===== src/rtl/dma_pkg.sv =====
// Shared types and constants for the DMA beat engine.
package dma_pkg;
  localparam int BEATS       = 12;
  localparam int BEAT_W      = 32;
  localparam int DATA_W      = 381;
  localparam int PAD_W       = 3;
  localparam int ADDR_STRIDE = 4;
  localparam int TIMEOUT     = 1023;
  localparam int BUF_W       = BEATS * BEAT_W;
  localparam int BEAT_CW     = $clog2(BEATS);

  typedef enum logic [1:0] {S_IDLE, S_REQ, S_RESP, S_DONE} dma_state_e;
endpackage


===== src/rtl/dma_watchdog.sv =====
// Per-beat stall watchdog: restarts on load, counts while waiting, flags expiry on the LIMIT-th cycle.
module dma_watchdog #(
  parameter int LIMIT = 1023
) (
  input  logic clk,
  input  logic rst,
  input  logic load_i,
  input  logic count_i,
  output logic expire_o
);
  localparam int CW = $clog2(LIMIT + 1);

  logic [CW-1:0] cnt_q;

  always_ff @(posedge clk) begin
    if (rst || load_i)             cnt_q <= '0;
    else if (count_i && !expire_o) cnt_q <= cnt_q + 1'b1;
  end

  assign expire_o = count_i && (cnt_q == CW'(LIMIT - 1));
endmodule


===== src/rtl/dma_beat_engine.sv =====
// DMA responder: moves one 381-bit operand as twelve 32-bit single-outstanding beats.
// Optional per-beat watchdog enabled by defining DMA_TIMEOUT_EN.
module dma_beat_engine
  import dma_pkg::*;
(
  input  logic              clk,
  input  logic              rst,
  input  logic              dma_rx_start,
  input  logic              dma_tx_start,
  input  logic [31:0]       dma_rx_address,
  input  logic [31:0]       dma_tx_address,
  input  logic [DATA_W-1:0] dma_tx_data,
  output logic [DATA_W-1:0] dma_rx_data,
  output logic              dma_done,
  output logic              dma_idle,
  output logic              dma_error,
  output logic              mem_req,
  output logic              mem_we,
  output logic [31:0]       mem_addr,
  output logic [31:0]       mem_wdata,
  input  logic              mem_gnt,
  input  logic              mem_rvalid,
  input  logic [31:0]       mem_rdata,
  input  logic              mem_err
);
  dma_state_e         state_q;
  logic [BEAT_CW-1:0] beat_q;
  logic [BUF_W-1:0]   buf_q;
  logic [DATA_W-1:0]  rx_data_q;
  logic [31:0]        addr_q;
  logic               idle_q, done_q, err_q, req_q, we_q;

  logic               start, start_tx, misaligned, wd_expire;
  logic [31:0]        start_addr;
  logic [BUF_W-1:0]   start_buf, buf_shift;

  // rx has priority when both starts arrive together
  assign start      = dma_rx_start | dma_tx_start;
  assign start_tx   = dma_tx_start & ~dma_rx_start;
  assign start_addr = dma_rx_start ? dma_rx_address : dma_tx_address;
  assign misaligned = |start_addr[1:0];
  assign start_buf  = {dma_tx_data, {PAD_W{1'b0}}};
  assign buf_shift  = {buf_q[BUF_W-BEAT_W-1:0], mem_rdata};

`ifdef DMA_TIMEOUT_EN
  logic waiting;
  assign waiting = (state_q == S_REQ && !mem_gnt) || (state_q == S_RESP && !mem_rvalid);

  dma_watchdog #(.LIMIT(TIMEOUT)) u_wd (
    .clk      (clk),
    .rst      (rst),
    .load_i   (!waiting),
    .count_i  (waiting),
    .expire_o (wd_expire)
  );
`else
  assign wd_expire = 1'b0;
`endif

  always_ff @(posedge clk) begin
    if (rst) begin
      state_q   <= S_IDLE;
      beat_q    <= '0;
      buf_q     <= '0;
      rx_data_q <= '0;
      addr_q    <= '0;
      idle_q    <= 1'b1;
      done_q    <= 1'b0;
      err_q     <= 1'b0;
      req_q     <= 1'b0;
      we_q      <= 1'b0;
    end else begin
      done_q <= 1'b0;
      case (state_q)
        S_IDLE: if (start) begin
          err_q  <= dma_rx_start & dma_tx_start;
          we_q   <= start_tx;
          buf_q  <= start_buf;
          beat_q <= '0;
          addr_q <= start_addr;
          idle_q <= 1'b0;
          if (misaligned) begin
            err_q   <= 1'b1;
            done_q  <= 1'b1;
            state_q <= S_DONE;
          end else begin
            req_q   <= 1'b1;
            state_q <= S_REQ;
          end
        end
        S_REQ: begin
          if (wd_expire) begin
            req_q   <= 1'b0;
            err_q   <= 1'b1;
            done_q  <= 1'b1;
            state_q <= S_DONE;
          end else if (mem_gnt) begin
            req_q   <= 1'b0;
            state_q <= S_RESP;
          end
        end
        S_RESP: begin
          if (wd_expire || (mem_rvalid && mem_err)) begin
            err_q   <= 1'b1;
            done_q  <= 1'b1;
            state_q <= S_DONE;
          end else if (mem_rvalid) begin
            buf_q <= buf_shift;
            if (beat_q == BEAT_CW'(BEATS - 1)) begin
              done_q  <= 1'b1;
              state_q <= S_DONE;
              if (!we_q) rx_data_q <= buf_shift[BUF_W-1 -: DATA_W];
            end else begin
              beat_q  <= beat_q + 1'b1;
              addr_q  <= addr_q + 32'(ADDR_STRIDE);
              req_q   <= 1'b1;
              state_q <= S_REQ;
            end
          end
        end
        S_DONE: begin
          idle_q  <= 1'b1;
          state_q <= S_IDLE;
        end
        default: state_q <= S_IDLE;
      endcase
    end
  end

  assign dma_rx_data = rx_data_q;
  assign dma_done    = done_q;
  assign dma_idle    = idle_q;
  assign dma_error   = err_q;
  assign mem_req     = req_q;
  assign mem_we      = we_q;
  assign mem_addr    = addr_q;
  // the buffer's top word is the beat in flight; rx shifts read data through it
  assign mem_wdata   = we_q ? buf_q[BUF_W-1 -: BEAT_W] : '0;
endmodule


===== config.mk =====
export PLATFORM = sky130hd
export DESIGN_NAME = dma_beat_engine
export DESIGN_NICKNAME = d
export VERILOG_FILES = /design/src/rtl/dma_pkg.sv /design/src/rtl/dma_watchdog.sv /design/src/rtl/dma_beat_engine.sv
export SDC_FILE = /design/constraint.sdc
export NUM_CORES = 2
export LEC_CHECK = 0
export ABC_AREA = 1
export BUFFER_PORTS_ARGS = -buffer_cell sky130_fd_sc_hd__buf_2
export CORE_AREA = 2 2 362 364
export CTS_CLUSTER_SIZE = 28
export DETAILED_ROUTE_END_ITERATION = 16
export DIE_AREA = 0 0 364 366
export GPL_TIMING_DRIVEN = 1
export PLACE_DENSITY = 0.53
export SYNTH_ARGS = -nofsm -noshare
export SYNTH_HDL_FRONTEND = slang
export SYNTH_HIERARCHICAL = 1
export SYNTH_SLANG_ARGS = --single-unit

===== constraint.sdc =====
create_clock -name clk -period 2.35 [get_ports clk]
set_input_delay 0.3525 -clock clk [delete_from_list [all_inputs] [get_ports clk]]
set_output_delay 0.3525 -clock clk [all_outputs]
set_load 0.03 [all_outputs]

==> impl_metrics.csv <==
group,metric,value,unit
worst_setup_path,critPathKind,"reg2reg",
power_and_ir_drop,peakVddDrop,499.0,uV
yosys,synth_seq_area_share,50.35,%
yosys,ys_types,26,
finish,nNetsFinal,6125,
worst_setup_path,required,2950,ps
yosys,synth_edf_count,0,
timing,skew,48.37,ps
routing,drt_first_iter_violations,2761,
timing,relSlewSlack,48.31,%
yosys,synth_nets,4914,
worst_setup_path,path_delay_family,"buffers and inverters",
routing,wl_per_cell,20.15,um
global_routing,grt_pass1_wl,217700,um
yosys,avgSynthCellArea,7.255,um^2
floorplan,fp.dieW,364,um
yosys,syn_inst,4428,
finish,design_area,46370,um^2
global_routing,grt_antenna_before_repair,16,
hold_path,min_path_type,"in2reg",
timing,whs,92.05,ps
place,hpwlAfterDp,108900,um
finish,multi_input_area,14070,um^2
clocking,path_clk_slew,70,ps
worst_setup_path,arrival,2810,ps
clocking,cts.htree.levels,3,
worst_setup_path,cp-end-kind,"flip-flop",
yosys,ys_ff_latch,808,
worst_setup_path,timing.rr.end,"mem_addr[30]",
clocking,clk_latency,710,ps
timing,fin_tns_setup,0,ps
power_and_ir_drop,p_leak,20.20,nW
floorplan,ios,934,
yosys,synth_area,32120,um^2
timing,worst_pin_slew,775.3,ps
clocking,cts_sinks,808,
timing,setup_viol,0,
floorplan,rows,132,
worst_setup_path,crit_fanout,24,
timing,period_needed,2212,ps
routing,vias,35400,
global_routing,track_usage,21.60,%
run,maxCapViolations,0,
worst_setup_path,crit_path_top_delay_cell,"dlygate4sd3_1",
place,globalplace.congestion,0.9298,
worst_setup_path,cpMostUsedCell,"a21oi_1",
status,status,"finished, final reports clean",
finish,syn_to_final_growth,44.36,%
timing,finalMaxSlewViolations,0,
place,placed_area,38940,um^2
finish,utilization,35.95,%
routing,wl,150200,um
floorplan,die-area,133200,um^2
clocking,cts_tree,"done",
routing,vias_per_cell,4.747,
floorplan,start_util,24.90,%
global_routing,grt_pass1_vias,33912,
floorplan,fp.dieH,366,um
yosys,synth-main-ff-cell,"dfxtp_1",
worst_setup_path,endpoint,"mem_addr[30]",
global_routing,grt_max_degree,173,
worst_setup_path,critical_path_depth,8,
routing,drc,0,
routing,ant_nets,0,
timing,hold_viol_final,0,
timing,timing.final.crit_share,94.14,%
clocking,clockBufferDepth,3,
floorplan,coreArea,129000,um^2
finish,register_area,16180,um^2
worst_setup_path,start_kind,"flip-flop",
finish,nFillCells,13774,
worst_setup_path,crit-reg2reg-launch,"state_q[1]",
timing,rsz0062_at_grt,"no",
yosys,yosys_warnings,6,
global_routing,grt_overflow,0,
yosys,synthArstFlopShare,0,%
clocking,cts_buffers,92,
worst_setup_path,rrSetupSlack,140,ps
place,port_buffers,933,
worst_setup_path,crit_chain,"inv_2 > nor2_4 > buf_12 > buf_4 > a21oi_1 > dlygate4sd3_1 > nor2_1 > a21oi_1",
worst_setup_path,ff2ff_path_depth,8,
timing,fmax,452.0,MHz
worst_setup_path,path_buf_inv,4,
worst_setup_path,cp-startpoint,"state_q[1]",
worst_setup_path,critPathMaxStageDelay,570,ps
finish,drive_above_1_share,21.26,%
routing,firstDrtPassIters,6,
power_and_ir_drop,cellPowerDensity,892.7,nW/um^2
clocking,cts-root-buf,"clkbuf_16",
what timing repair did:
item	CTS	global route
resized for setup	1	3
hold endpoints to repair	422	0
pin swaps	0	1
setup endpoints to repair	1	5
hold buffers	426	0
cloned	0	1
buffers inserted	0	4
through the flow:
| stage | power [mW] | cells | worst slack [ps] |
|---|---|---|---|
| detailed placement | 26.17 | 6856 | 179.7 |
| finish | 41.40 | 7457 | 137.7 |
| floorplan | 22.02 | 4428 | 595.5 |
| global route | 43.33 | 7452 | 1.143 |
| global placement | 26.07 | 6856 | 195.3 |
| CTS | 41.71 | 7446 | 64.03 |
cells in the final DEF (no fill, tap or decap), types with 2 or more instances in the layout:
master / count
clkbuf_16: 95
buf_6: 2
ha_1: 2
inv_1: 82
nand3b_1: 2
nor2_4: 2
o21ai_0: 614
xor2_1: 2
buf_2: 933
nor2_1: 863
inv_6: 4
nand2_1: 1000
clkbuf_1: 18
nand3_1: 44
inv_16: 2
nor3_1: 3
bufinv_16: 4
buf_4: 72
clkinvlp_4: 5
nand2_2: 2
a31oi_1: 382
diode_2: 6
and2_1: 2
clkinv_2: 10
a21oi_1: 57
o22ai_1: 2
o21ai_1: 184
dlygate4sd3_1: 426
inv_2: 2
inv_8: 4
nand4_1: 2
dfxtp_1: 808
clkbuf_8: 23
buf_12: 49
how the worst min path moves through the flow:
stage / from / cells past startpoint / slack (ps) / to
2_1_floorplan: rst / 1 / 420 / mem_we
3_3_place_gp: mem_req / 2 / 440 / mem_req
3_5_place_dp: dma_idle / 2 / 450 / dma_idle
4_1_cts: dma_tx_address[25] / 5 / 2 / mem_addr[25]
5_1_grt: dma_tx_address[25] / 5 / 60 / mem_addr[25]
6_report: dma_tx_address[25] / 5 / 90 / mem_addr[25]
state kept, by name, summed over array words and instances, names as in the netlist:
name	flops
beat_q	4
dma_idle	1
mem_req	1
mem_addr	32
mem_we	1
state_q	2
dma_error	1
dma_rx_data	381
dma_done	1
buf_q	384
layer usage:
metal / wire, um / vias to the layer above / GRT usage (%)
met5: 110 / - / 0
met4: 6399 / 16 / 9.504
met3: 10040 / 270 / 4.215
met2: 69700 / 1266 / 35.58
met1: 64000 / 16684 / 27.23
li1: - / 17164 / -
power breakdown:
| group | switching, mW | total (mW) | internal [mW] |
|---|---|---|---|
| sequential | 2.40 | 18.0 | 15.6 |
| clock | 6.30 | 14.9 | 8.56 |
| combinational | 5.41 | 8.59 | 3.18 |
| total | 14.1 | 41.4 | 27.3 |
worst reg2reg max path, cell delays in order, from the launching register on:
cell and delay [ps]:
dfxtp_1 440, inv_2 90, nor2_4 240, buf_12 180, buf_4 300, a21oi_1 80, dlygate4sd3_1 570, nor2_1 120
a21oi_1 70
logic make-up (layout without fill, tap and decap cells):
| kind of cell | Yosys count | count (layout) | synth area share [%] |
|---|---|---|---|
| other cells | 0 | 6 | 0 |
| compound gates | 1241 | 1241 | 20.85 |
| buf+inv | 453 | 1734 | 5.889 |
| simple gates | 1922 | 1922 | 22.78 |
| fa+ha+maj | 2 | 2 | 0.07789 |
| xor+xnor | 2 | 2 | 0.05454 |
| flops | 808 | 808 | 50.35 |
final cells by class:
| cell class | instances | area share [%] |
|---|---|---|
| Clock inverter | 29 | 0.7528 |
| Antenna cell | 6 | 0.03238 |
| Inverter | 87 | 0.7528 |
| Clock buffer | 135 | 5.901 |
| Sequential cell | 808 | 34.88 |
| Multi-Input combinational cell | 3167 | 30.33 |
| Tap cell | 1742 | 4.700 |
| Timing Repair Buffer | 1483 | 22.65 |
Yosys cell counts, types with 3 or more instances:
| library cell | number | area (um^2) |
|---|---|---|
| nand2_1 | 1000 | 3754 |
| buf_1 | 3 | 11.26 |
| nor3_1 | 3 | 15.01 |
| o21ai_0 | 614 | 3073 |
| inv_2 | 4 | 15.01 |
| o21ai_1 | 184 | 920.9 |
| a21oi_1 | 57 | 285.3 |
| dfxtp_1 | 808 | 16180 |
| buf_2 | 126 | 630.6 |
| clkbuf_1 | 228 | 855.8 |
| inv_1 | 83 | 311.6 |
| nor2_1 | 864 | 3243 |
| nand3_1 | 44 | 220.2 |
| buf_4 | 9 | 67.56 |
| a31oi_1 | 382 | 2390 |
(Power assumes the default switching activity.)
